--- config.mk ---
export PLATFORM = sky130hd
export DESIGN_NAME = alu_sequencer
export DESIGN_NICKNAME = d
export VERILOG_FILES = /design/src/rtl/alu_seq_pkg.sv /design/src/rtl/alu_seq_decode.sv /design/src/rtl/alu_sequencer.sv
export SDC_FILE = /design/constraint.sdc
export NUM_CORES = 1
export LEC_CHECK = 0
export ABC_AREA = 1
export CORE_UTILIZATION = 49
export CTS_BUF_LIST = sky130_fd_sc_hd__clkbuf_2
export CTS_CLUSTER_DIAMETER = 30
export CTS_CLUSTER_SIZE = 28
export DETAILED_ROUTE_END_ITERATION = 6
export GPL_ROUTABILITY_DRIVEN = 1
export GPL_TIMING_DRIVEN = 1
export PLACE_DENSITY = 0.86
export SLEW_MARGIN = 40
export SYNTH_ARGS = -nofsm -noshare
export SYNTH_HDL_FRONTEND = slang
export SYNTH_HIERARCHICAL = 1
export SYNTH_SLANG_ARGS = --single-unit
--- constraint.sdc ---
create_clock -name CLK -period 3.4 [get_ports CLK]
set_clock_uncertainty 0.1 [all_clocks]
set_input_delay 0.68 -clock CLK [delete_from_list [all_inputs] [get_ports CLK]]
set_output_delay 0.68 -clock CLK [all_outputs]
set_load 0.02 [all_outputs]
--- src/rtl/alu_seq_pkg.sv ---
// Shared opcodes, ALU selects, instruction field positions and FSM states
// for the ALU sequencer.
package alu_seq_pkg;

  localparam logic [7:0] OP_LOADI = 8'h00;
  localparam logic [7:0] OP_MOV   = 8'h01;
  localparam logic [7:0] OP_ADD   = 8'h02;
  localparam logic [7:0] OP_SUB   = 8'h03;
  localparam logic [7:0] OP_AND   = 8'h04;
  localparam logic [7:0] OP_OR    = 8'h05;

  localparam logic [2:0] ALU_FWD = 3'b000;
  localparam logic [2:0] ALU_ADD = 3'b001;
  localparam logic [2:0] ALU_AND = 3'b010;
  localparam logic [2:0] ALU_OR  = 3'b011;

  localparam int OPC_LO  = 24;
  localparam int DST_LO  = 16;
  localparam int SRC1_LO = 8;
  localparam int SRC2_LO = 0;
  localparam int REG_W   = 3;

  typedef enum logic [1:0] {IDLE, READ, EXEC, WB} state_t;

endpackage

--- src/rtl/alu_seq_decode.sv ---
// Combinational opcode decoder: ALU select, immediate/negate operand
// controls, wait-class select and illegal flag.
module alu_seq_decode
  import alu_seq_pkg::*;
(
  input  logic [7:0] opcode,
  output logic [2:0] aluop,
  output logic       use_imm,
  output logic       negate,
  output logic       wait_sel,
  output logic       illegal
);

  always_comb begin
    aluop    = ALU_FWD;
    use_imm  = 1'b0;
    negate   = 1'b0;
    wait_sel = 1'b0;
    illegal  = 1'b0;
    case (opcode)
      OP_LOADI: use_imm = 1'b1;
      OP_MOV:   ;
      OP_ADD: begin
        aluop    = ALU_ADD;
        wait_sel = 1'b1;
      end
      OP_SUB: begin
        aluop    = ALU_ADD;
        negate   = 1'b1;
        wait_sel = 1'b1;
      end
      OP_AND:   aluop = ALU_AND;
      OP_OR:    aluop = ALU_OR;
      default:  illegal = 1'b1;
    endcase
  end

endmodule

--- src/rtl/alu_sequencer.sv ---
// Multi-cycle sequencer driving the 8-bit ALU and register file for one
// instruction at a time. Optional retire counter: ALUSEQ_RETIRE_CNT_EN.
module alu_sequencer
  import alu_seq_pkg::*;
#(
  parameter int unsigned ADD_WAIT   = 2,
  parameter int unsigned LOGIC_WAIT = 1
) (
  input  logic        CLK,
  input  logic        RESET,
  input  logic [31:0] INSTR,
  input  logic        INSTR_VALID,
  output logic        INSTR_READY,
  output logic [2:0]  READREG1,
  output logic [2:0]  READREG2,
  input  logic [7:0]  REGOUT1,
  input  logic [7:0]  REGOUT2,
  output logic [7:0]  OPERAND1,
  output logic [7:0]  OPERAND2,
  output logic [2:0]  ALUOP,
  output logic [2:0]  WRITEREG,
  output logic        WRITEENABLE,
  output logic        BUSY,
  output logic        ILLEGAL
`ifdef ALUSEQ_RETIRE_CNT_EN
  ,
  output logic [15:0] RETIRED
`endif
);

  state_t     state, next_state;
  logic [3:0] cnt;
  logic       accept;

  logic [2:0] dec_aluop;
  logic       dec_use_imm, dec_negate, dec_wait_sel, dec_illegal;

  logic [7:0] imm_q;
  logic [2:0] aluop_q;
  logic       use_imm_q, negate_q, wait_sel_q;

  logic       unused_instr_bits;
  assign unused_instr_bits = ^{INSTR[DST_LO+REG_W +: 5], INSTR[SRC1_LO+REG_W +: 5]};

  // Decoding the incoming word lets an illegal opcode be rejected at the
  // accept edge without ever leaving IDLE.
  alu_seq_decode u_decode (
    .opcode   (INSTR[OPC_LO +: 8]),
    .aluop    (dec_aluop),
    .use_imm  (dec_use_imm),
    .negate   (dec_negate),
    .wait_sel (dec_wait_sel),
    .illegal  (dec_illegal)
  );

  assign accept = INSTR_VALID && INSTR_READY;

  always_ff @(posedge CLK) begin
    if (RESET) state <= IDLE;
    else       state <= next_state;
  end

  always_comb begin
    next_state = state;
    case (state)
      IDLE:    if (accept && !dec_illegal) next_state = READ;
      READ:    next_state = EXEC;
      EXEC:    if (cnt <= 4'd1) next_state = WB;
      WB:      next_state = IDLE;
      default: next_state = IDLE;
    endcase
  end

  always_comb begin
    INSTR_READY = (state == IDLE) && !RESET;
    BUSY        = (state != IDLE);
    WRITEENABLE = (state == WB);
  end

  always_ff @(posedge CLK) begin
    if (RESET) begin
      READREG1   <= '0;
      READREG2   <= '0;
      WRITEREG   <= '0;
      OPERAND1   <= '0;
      OPERAND2   <= '0;
      ALUOP      <= ALU_FWD;
      ILLEGAL    <= 1'b0;
      cnt        <= '0;
      imm_q      <= '0;
      aluop_q    <= ALU_FWD;
      use_imm_q  <= 1'b0;
      negate_q   <= 1'b0;
      wait_sel_q <= 1'b0;
    end else begin
      ILLEGAL <= accept && dec_illegal;
      if (accept && !dec_illegal) begin
        READREG1   <= INSTR[SRC1_LO +: REG_W];
        READREG2   <= INSTR[SRC2_LO +: REG_W];
        WRITEREG   <= INSTR[DST_LO +: REG_W];
        imm_q      <= INSTR[SRC2_LO +: 8];
        aluop_q    <= dec_aluop;
        use_imm_q  <= dec_use_imm;
        negate_q   <= dec_negate;
        wait_sel_q <= dec_wait_sel;
      end
      if (state == READ) begin
        OPERAND1 <= REGOUT1;
        if (use_imm_q)     OPERAND2 <= imm_q;
        else if (negate_q) OPERAND2 <= ~REGOUT2 + 8'd1;
        else               OPERAND2 <= REGOUT2;
        ALUOP <= aluop_q;
        cnt   <= wait_sel_q ? 4'(ADD_WAIT) : 4'(LOGIC_WAIT);
      end else if (state == EXEC) begin
        cnt <= cnt - 4'd1;
      end
    end
  end

`ifdef ALUSEQ_RETIRE_CNT_EN
  always_ff @(posedge CLK) begin
    if (RESET)                           RETIRED <= '0;
    else if (WRITEENABLE && RETIRED != '1) RETIRED <= RETIRED + 16'd1;
  end
`endif

endmodule
**Word level (Yosys, flattened, before mapping)**

Cells that the tools add are included.

- Register bits: 49
- Input bits: 51
- Output and inout bits: 32
- Logic and storage cells: 53

- $add $sub $neg: 2
- $lt $le $gt $ge: 1
- Equal/unequal tests: 10
- Mux-type cells: 13
- Bitwise logic cells: 1
- Reduce and logical (&&, ||, !) cells: 12

Operators with widths:

| operator | number |
|---|---|
| $eq 8x2->1 const B | 2 |
| $eq 8x3->1 const B | 2 |
| $mux 8 | 2 |
| $add 8x1->8 const B | 1 |
| $eq 8x1->1 const B | 1 |
| $logic_not 8->1 | 1 |
| $mux 4 | 2 |
| $not 8->8 | 1 |
| $pmux 2 s4 | 1 |
| $mux 2 | 3 |
| $pmux 2 s3 | 1 |
| $reduce_or 6->1 | 1 |
| $eq 2x2->1 const B | 2 |
| $le 4x1->1 const B | 1 |
| $logic_and 1x1->1 | 4 |
| $mux 1 | 4 |
| $reduce_bool 2->1 | 2 |
| $sub 4x1->4 const B | 1 |
| $eq 2x1->1 const B | 1 |
| $logic_not 2->1 | 1 |
| $ne 2x1->1 const B | 1 |
| $ne 2x2->1 const B | 1 |
| $reduce_and 2->1 | 1 |
| $reduce_or 2->1 | 1 |
| $logic_not 1->1 | 1 |

**Longest topological paths before layout**

Gate-level depths: netlist of the first run.

- Depth in word-level cells: 6
- Depth in mapped cells: 11
- Depth with buffers taken out: 11

**Cells and area by module**

Netlist of the first run, hierarchy kept.

Modules (own cells, without submodules):

| module | instances | cells an instance | area each (um^2) | seq. area each (um^2) |
|---|---|---|---|---|
| alu_sequencer | 1 | 285 | 2082.0 | 920.9 |
| alu_seq_decode | 1 | 23 | 112.6 | 0.0 |

**Worst setup path before layout of the first run**

OpenSTA, ideal clock, no wires.

- Path type: input -> register
- Start: in INSTR[27]
- End: reg READREG1[2]
- Setup time: 113 ps
- Arrival: 1606 ps
- Data required time: 3187 ps
- Path slack: 1580 ps
- Cell stages on the path: 9
- Buffers on the path: 2
- Path through: inv_1 -> nand2_1 -> nor2_1 -> o21ai_0 -> nor2_4 -> buf_6 -> buf_12 -> o21ai_1 -> nor2_1

- Longest elaborated chain between the ends: 3
- Elaborated cells between the ends (all ways): 8
- Classes of those cells: 5 x eq/ne; 3 x reduce/logical

RTL lines:

| what | RTL line | RTL |
|---|---|---|
| start, declared | alu_sequencer.sv:11 | `input logic [31:0] INSTR,` |
| $eq 8x1->1 (tied with other cells) | alu_seq_decode.sv:20 | `case (opcode)` |
| $reduce_or 6->1 (no line) (*) | -- |  |
| $logic_and 1x1->1 (*) | alu_sequencer.sv:97 | `if (accept && !dec_illegal) begin` |
| end signal, assigned | alu_sequencer.sv:98 | `READREG1 <= INSTR[SRC1_LO +: REG_W];` |
| end, declared | alu_sequencer.sv:14 | `output logic [2:0] READREG1,` |

Mark *: on every way between the ends. The rest lies on a longest branch, timed or not.
A chain may end at the register's enable or synchronous reset.

**Final worst setup path of the first run**

- Start: reg state[1]
- End: out BUSY

- Longest elaborated chain between the ends: 1

RTL lines:

| what | RTL line | RTL |
|---|---|---|
| start, declared | alu_sequencer.sv:31 | `state_t state, next_state;` |
| start signal, assigned | alu_sequencer.sv:60 | `else state <= next_state;` |
| $reduce_bool 2->1 | alu_sequencer.sv:76 | `BUSY = (state != IDLE);` |
| end, declared | alu_sequencer.sv:23 | `output logic BUSY,` |

Every way passes these cells.

==> flow_metrics.tcl, run 1 <==
set metrics [dict create \
    grt_setup_unrepaired "no" \
    worstHoldPathType "flop to flop" \
    worst_pin_slew_ns 0.558 \
    cp-startpoint "state[1]$_SDFFE_PP0P_" \
    final_common_cell "nor2_1" \
    cp-start-kind "flop" \
    critPathKind "flop to primary output" \
    cts_resized 0 \
    clockBufferDepth 2 \
    grt_antenna_before_repair 0 \
    endpoint_kind "primary output" \
    leakagePower_uw 0.00133 \
    vdd_drop_max_uv 406 \
    regToRegEndpoint "state[1]$_SDFFE_PP0P_" \
    grt_pass1_vias 1843 \
    fin_setup_tns_ns 0 \
    ctsHoldBuffers 0 \
    fp.dieW_um 68.9 \
    synth_top_cell_by_area "dfxtp_1" \
    synth_cell_types 28 \
    die_area_mm2 0.00475 \
    nets 430 \
    postCtsSetupRepairBufs 0 \
    area.sequential_um2 921 \
    clk_pin_slew_ns 0.27 \
    ff2ff_path_depth 10 \
    swShare 0.392 \
    dp_hpwl_um 3560 \
    syn_area_per_cell_um2 7.13 \
    drive_gt1_frac 0.0565 \
    yosysSeqAreaShare 0.420 \
    num_antenna_cells 0 \
    multi_input_area_mm2 0.00105 \
    cts-buffers-inserted 5 \
    fill_cells 369 \
    syn_area_mm2 0.00219 \
    crit_end "BUSY" \
    drt_iter0_markers 186 \
    fmax_mhz 357 \
    fp-row-count 23 \
    place_area_mm2 0.00287 \
    globalplace.congestion 0.849 \
    seqPwrFrac 0.413 \
    syn_to_final_growth_pct 32.9 \
    synth_area_leaders "dfxtp_1 42%, nor2_1 15%, nand2_1 7.5%" \
    viasPerCell 5.00 \
    power.internal_uw 1050 \
    drc 0 \
    timing.rr.start "state[0]$_SDFFE_PP0P_" \
    cts-root-buf "clkbuf_2" \
    worst_skew_pair.late_latency_ns 0.45 \
    grt_max_degree 33 \
    fp.dieH_um 68.9 \
    boundaryPins 83 \
    synth_seq_cells 46 \
    slew_violations 0 \
    crit_arrival_ns 2.02 \
    htree_num_levels 2 \
    p_comb_frac 0.449 \
    max_cap_viol_count 0 \
    met1Wirelength_um 2140 \
    cts_tree "built" \
    clockPowerShare 0.137 \
    firstDrtPassIters 4 \
    port_buffers 72 \
    layout_common_cells "87 x nor2_1, 72 x clkdlybuf4s50_1, 46 x dfxtp_1, 44 x nand2_1, 29 x o21ai_0" \
    final_area_mm2 0.00292 \
    syn-num-nets 367 \
    num_vias 2110 \
    routed_wl_um 4890 \
    wire_per_inst_um 11.6 \
    highest-signal-layer "met4" \
    yosysTopAreaCellShare 0.420 \
    core_mm2 0.00414 \
    p_per_area_mw_per_mm2 592 \
    grt_pass1_wl_um 7880 \
    hold_viol 0 \
    routed-wl-met2_um 2350 \
    p_sw_uw 677 \
    synth_cells 308 \
    start_util 0.530 \
    fin_crit_sh 0.823 \
    crit_required_ns 2.62 \
    worstPathMaxFanout 4 \
    route.met3.wl_um 365 \
    outcome "complete, no violations" \
    setup_viol 0 \
    ant_nets 0 \
    ys_warn_count 6 \
    relSlewSlack 0.628 \
    regToRegSetupSlack_ns 1.17 \
    grt_usage 0.223 \
    cts.sinks 46 \
    overflow 0 \
    fin_crit_ns 2.80 \
]
==> per-stage QoR <==
step           setup WS [ns]  std cells  total power (uW)  hold WS, ns   util
3_3_place_gp           0.535        414              1480        0.352  0.693
2_1_floorplan           1.58        308              1190        0.350      -
6_report               0.602        422              1730        0.378  0.704
4_1_cts                0.616        422              1730        0.379  0.704
3_5_place_dp           0.507        414              1500        0.355  0.693
5_1_grt                0.502        422              1840        0.407  0.704
==> worst min path at each step <==
| stage | startpoint | to | slack [ns] | depth (start not counted) |
|---|---|---|---|---|
| floorplan | aluop_q[0]$_SDFFE_PP0P_ | ALUOP[0]$_SDFFE_PP0P_ | 0.35 | 2 |
| global placement | OPERAND2[6]$_SDFFE_PP0P_ | OPERAND2[6]$_SDFFE_PP0P_ | 0.35 | 2 |
| detailed placement | OPERAND2[4]$_SDFFE_PP0P_ | OPERAND2[4]$_SDFFE_PP0P_ | 0.35 | 2 |
| CTS | OPERAND2[4]$_SDFFE_PP0P_ | OPERAND2[4]$_SDFFE_PP0P_ | 0.38 | 2 |
| global route | OPERAND2[6]$_SDFFE_PP0P_ | OPERAND2[6]$_SDFFE_PP0P_ | 0.41 | 2 |
| finish | OPERAND2[4]$_SDFFE_PP0P_ | OPERAND2[4]$_SDFFE_PP0P_ | 0.38 | 2 |
==> power by group through the flow <==
stage | logic [uW] | registers (uW) | clock network [uW]
2_1_floorplan | 370 | 817 | 0
3_3_place_gp | 758 | 720 | 0
3_5_place_dp | 774 | 726 | 0
4_1_cts | 779 | 714 | 233
5_1_grt | 859 | 726 | 255
6_report | 776 | 713 | 237
==> area by class of cell <==
class / instances / share of cell area
clock buffers: 6 / 0.0103
clock inverters: 2 / 0.00472
inverters: 25 / 0.0322
multi-input cells: 218 / 0.361
flip-flops and latches: 46 / 0.316
well taps: 50 / 0.0215
repair buffers: 75 / 0.255
==> synth_stat cells (all sizes together) <==
cell and instances:
buf 14, conb 1, inv 25, nor3 2, o221ai 1, nand3 8, nand2 45, nand4 2
ha 8, xor2 2, clkbuf 5, nor2 93, dfxtp 46, o211ai 4, a21oi 13, o21ai 39
==> kinds of logic after synthesis <==
logic type               count (synthesis)  share of synthesized area
AO/OA/AOI/OAI                           57                      0.138
XOR/XNOR                                 2                    0.00798
adder cells (fa/ha/maj)                  8                     0.0456
buffers and inverters                   44                      0.101
flip-flops                              46                      0.420
other                                    1                    0.00171
AND/OR/NAND/NOR                        150                      0.286
==> flip-flops by register name, summed over array words and instances, names as in the netlist <==
| signal | flops |
|---|---|
| ILLEGAL | 1 |
| use_imm_q | 1 |
| aluop_q | 3 |
| OPERAND1 | 8 |
| cnt | 4 |
| ALUOP | 3 |
| imm_q | 6 |
| wait_sel_q | 1 |
| READREG1 | 3 |
| negate_q | 1 |
| OPERAND2 | 8 |
| READREG2 | 2 |
| state | 2 |
| WRITEREG | 3 |
==> worst max-delay path, cell delays in order, from the launching register on <==
cell and delay (ns):
dfxtp_1 0.45, inv_1 0.10, ha_1 0.21, inv_1 0.17, clkdlybuf4s50_1 0.64
==> per-layer routing <==
| metal | up-vias | global-route usage |
|---|---|---|
| li1 | 1091 | - |
| met1 | 942 | 0.275 |
| met2 | 72 | 0.362 |
| met3 | 5 | 0.0658 |
| met4 | 0 | 0.0867 |
| met5 | - | 0 |
No activity file was read; power rests on OpenSTA's default activity.
==> run 2: changes to the inputs <==
--- a/config.mk
+++ b/config.mk
@@ -6,14 +6,14 @@
 export NUM_CORES = 1
 export LEC_CHECK = 0
 export ABC_AREA = 1
-export CORE_UTILIZATION = 49
+export CORE_UTILIZATION = 45
 export CTS_BUF_LIST = sky130_fd_sc_hd__clkbuf_2
 export CTS_CLUSTER_DIAMETER = 30
 export CTS_CLUSTER_SIZE = 28
 export DETAILED_ROUTE_END_ITERATION = 6
 export GPL_ROUTABILITY_DRIVEN = 1
 export GPL_TIMING_DRIVEN = 1
-export PLACE_DENSITY = 0.86
+export PLACE_DENSITY = 0.8
 export SLEW_MARGIN = 40
 export SYNTH_ARGS = -nofsm -noshare
 export SYNTH_HDL_FRONTEND = slang
==> constraint.sdc (replaced) <==
create_clock -name CLK -period 2.64 [get_ports CLK]
set_clock_uncertainty 0.1 [all_clocks]
set_input_delay 0.528 -clock CLK [delete_from_list [all_inputs] [get_ports CLK]]
set_output_delay 0.528 -clock CLK [all_outputs]
set_load 0.02 [all_outputs]
==> flow_metrics.tcl, run 2 (same netlist as run 1, synthesis figures left out) <==
set metrics [dict create \
    slew_violations 0 \
    min_from "OPERAND2[5]$_SDFFE_PP0P_" \
    final_area_mm2 0.00297 \
    worst_skew_pair.late_latency_ns 0.42 \
    wire_per_inst_um 11.6 \
    layout_common_cells "87 x nor2_1, 70 x clkdlybuf4s50_1, 46 x dfxtp_1, 44 x nand2_1, 29 x o21ai_0" \
    top_regs "OPERAND1 x8, OPERAND2 x8, imm_q x6" \
    cp-start-kind "flop" \
    grt_max_degree 20 \
    relSlewSlack 0.624 \
    cts-buffers-inserted 5 \
    timing.rr.start "state[1]$_SDFFE_PP0P_" \
    num_vias 2134 \
    critPathKind "flop to primary output" \
    worstPathMaxFanout 4 \
    boundaryPins 83 \
    endpoint_kind "primary output" \
    overflow 0 \
    min_path_cells 2 \
    syn_to_final_growth_pct 35.4 \
    crit_arrival_ns 1.66 \
    fp.dieH_um 71.8 \
    drive_gt1_frac 0.0613 \
    place_area_mm2 0.00291 \
    stdcell_count 429 \
    hold_end "OPERAND2[5]$_SDFFE_PP0P_" \
    die_area_mm2 0.00516 \
    globalplace.congestion 0.782 \
    grt_pass1_wl_um 8690 \
    ff2ff_path_depth 7 \
    fin_setup_tns_ns 0 \
    grt_setup_unrepaired "no" \
    crit_required_ns 2.01 \
    cts.sinks 46 \
    num_antenna_cells 0 \
    cts_tree "built" \
    clk_pin_slew_ns 0.24 \
    start_util 0.468 \
    final_common_cell "nor2_1" \
    grt_antenna_before_repair 0 \
    worstHoldPathType "flop to flop" \
    outcome "complete, no violations" \
    port_buffers 72 \
    drt_iter0_markers 103 \
    fin_crit_ns 2.28 \
    ant_nets 0 \
    dp_hpwl_um 3660 \
    fin_hold_ws_ns 0.380 \
    max_cap_viol_count 0 \
    postCtsSetupRepairBufs 0 \
    clockBufferDepth 2 \
    fmax_mhz 438 \
    viasPerCell 4.97 \
    htree_num_levels 2 \
    core_mm2 0.00469 \
    fp-row-count 25 \
    p_per_area_mw_per_mm2 771 \
    grt_pass1_vias 2080 \
    firstDrtPassIters 6 \
    regToRegEndpoint "cnt[0]$_SDFFE_PP0P_" \
    worst_pin_slew_ns 0.564 \
    grt_usage 0.212 \
    nets 434 \
    dp_cells 422 \
    setup_viol 0 \
    vdd_drop_max_uv 445 \
    cts-root-buf "clkbuf_2" \
    fin_crit_sh 0.865 \
    hold_viol 0 \
    final_util 0.633 \
    drc 0 \
    leakagePower_uw 0.00138 \
    fp.dieW_um 71.8 \
    routed_wl_um 4970 \
    regToRegSetupSlack_ns 0.59 \
]
## run 2: changes by cell type in the layout (fill, tap and decap cells not counted)
cell / delta
dlymetal6s2s_1: +2
clkinv_2: -1
clkinv_1: +1
bufinv_16: +1
buf_4: +4
clkdlybuf4s50_1: -2
clkbuf_2: -1
clkinv_4: -1
## run 2: what timing repair did
action	4_1_cts	5_1_grt
hold buffers	0	0
resized for setup	0	2
endpoints found under the setup margin	0	2
## run 2: worst max path at each step
stage                                     start                        to  slack, ns  depth (start not counted)
after detailed placement                  RESET               INSTR_READY       0.16                          3
after floorplan           state[0]$_SDFFE_PP0P_  READREG1[2]$_SDFFE_PP0P_       0.97                         10
final                     state[1]$_SDFFE_PP0P_               WRITEENABLE       0.36                          2
after global placement                    RESET               INSTR_READY       0.15                          3
after CTS                 state[1]$_SDFFE_PP0P_                      BUSY       0.02                          4
after global routing      state[1]$_SDFFE_PP0P_               WRITEENABLE       0.29                          2
## run 2: layout make-up
type	instances	area, um^2
clock buffer	5	25.0
fill	447	1720
inverter	25	93.8
timing repair buffer	79	778
sequential	46	921
clock inverter	2	33.8
multi-input combinational	218	1050
tap	54	67.6
## run 2: metrics by stage
stage | setup WS [ns] | power [uW]
2_1_floorplan | 0.971 | 1530
3_3_place_gp | 0.146 | 1910
3_5_place_dp | 0.156 | 1940
4_1_cts | 0.0165 | 2310
5_1_grt | 0.289 | 2450
6_report | 0.356 | 2290
## run 2: per-layer routing
layer  up-vias  GRT usage  wire length, um
met4         0     0.0610               52
met1       984      0.245             2240
met3         6     0.0520              238
met5         -          0                0
li1       1099          -                -
met2        45      0.385             2440
## run 2: power by group
group / internal, uW / switching, uW
Combinational: 444 / 559
Sequential: 841 / 76.6
Clock: 152 / 217
## run 2: critical path: stages, from the launching register on
cell and delay (ns):
dfxtp_1 0.47, ha_1 0.17, clkdlybuf4s50_1 0.59
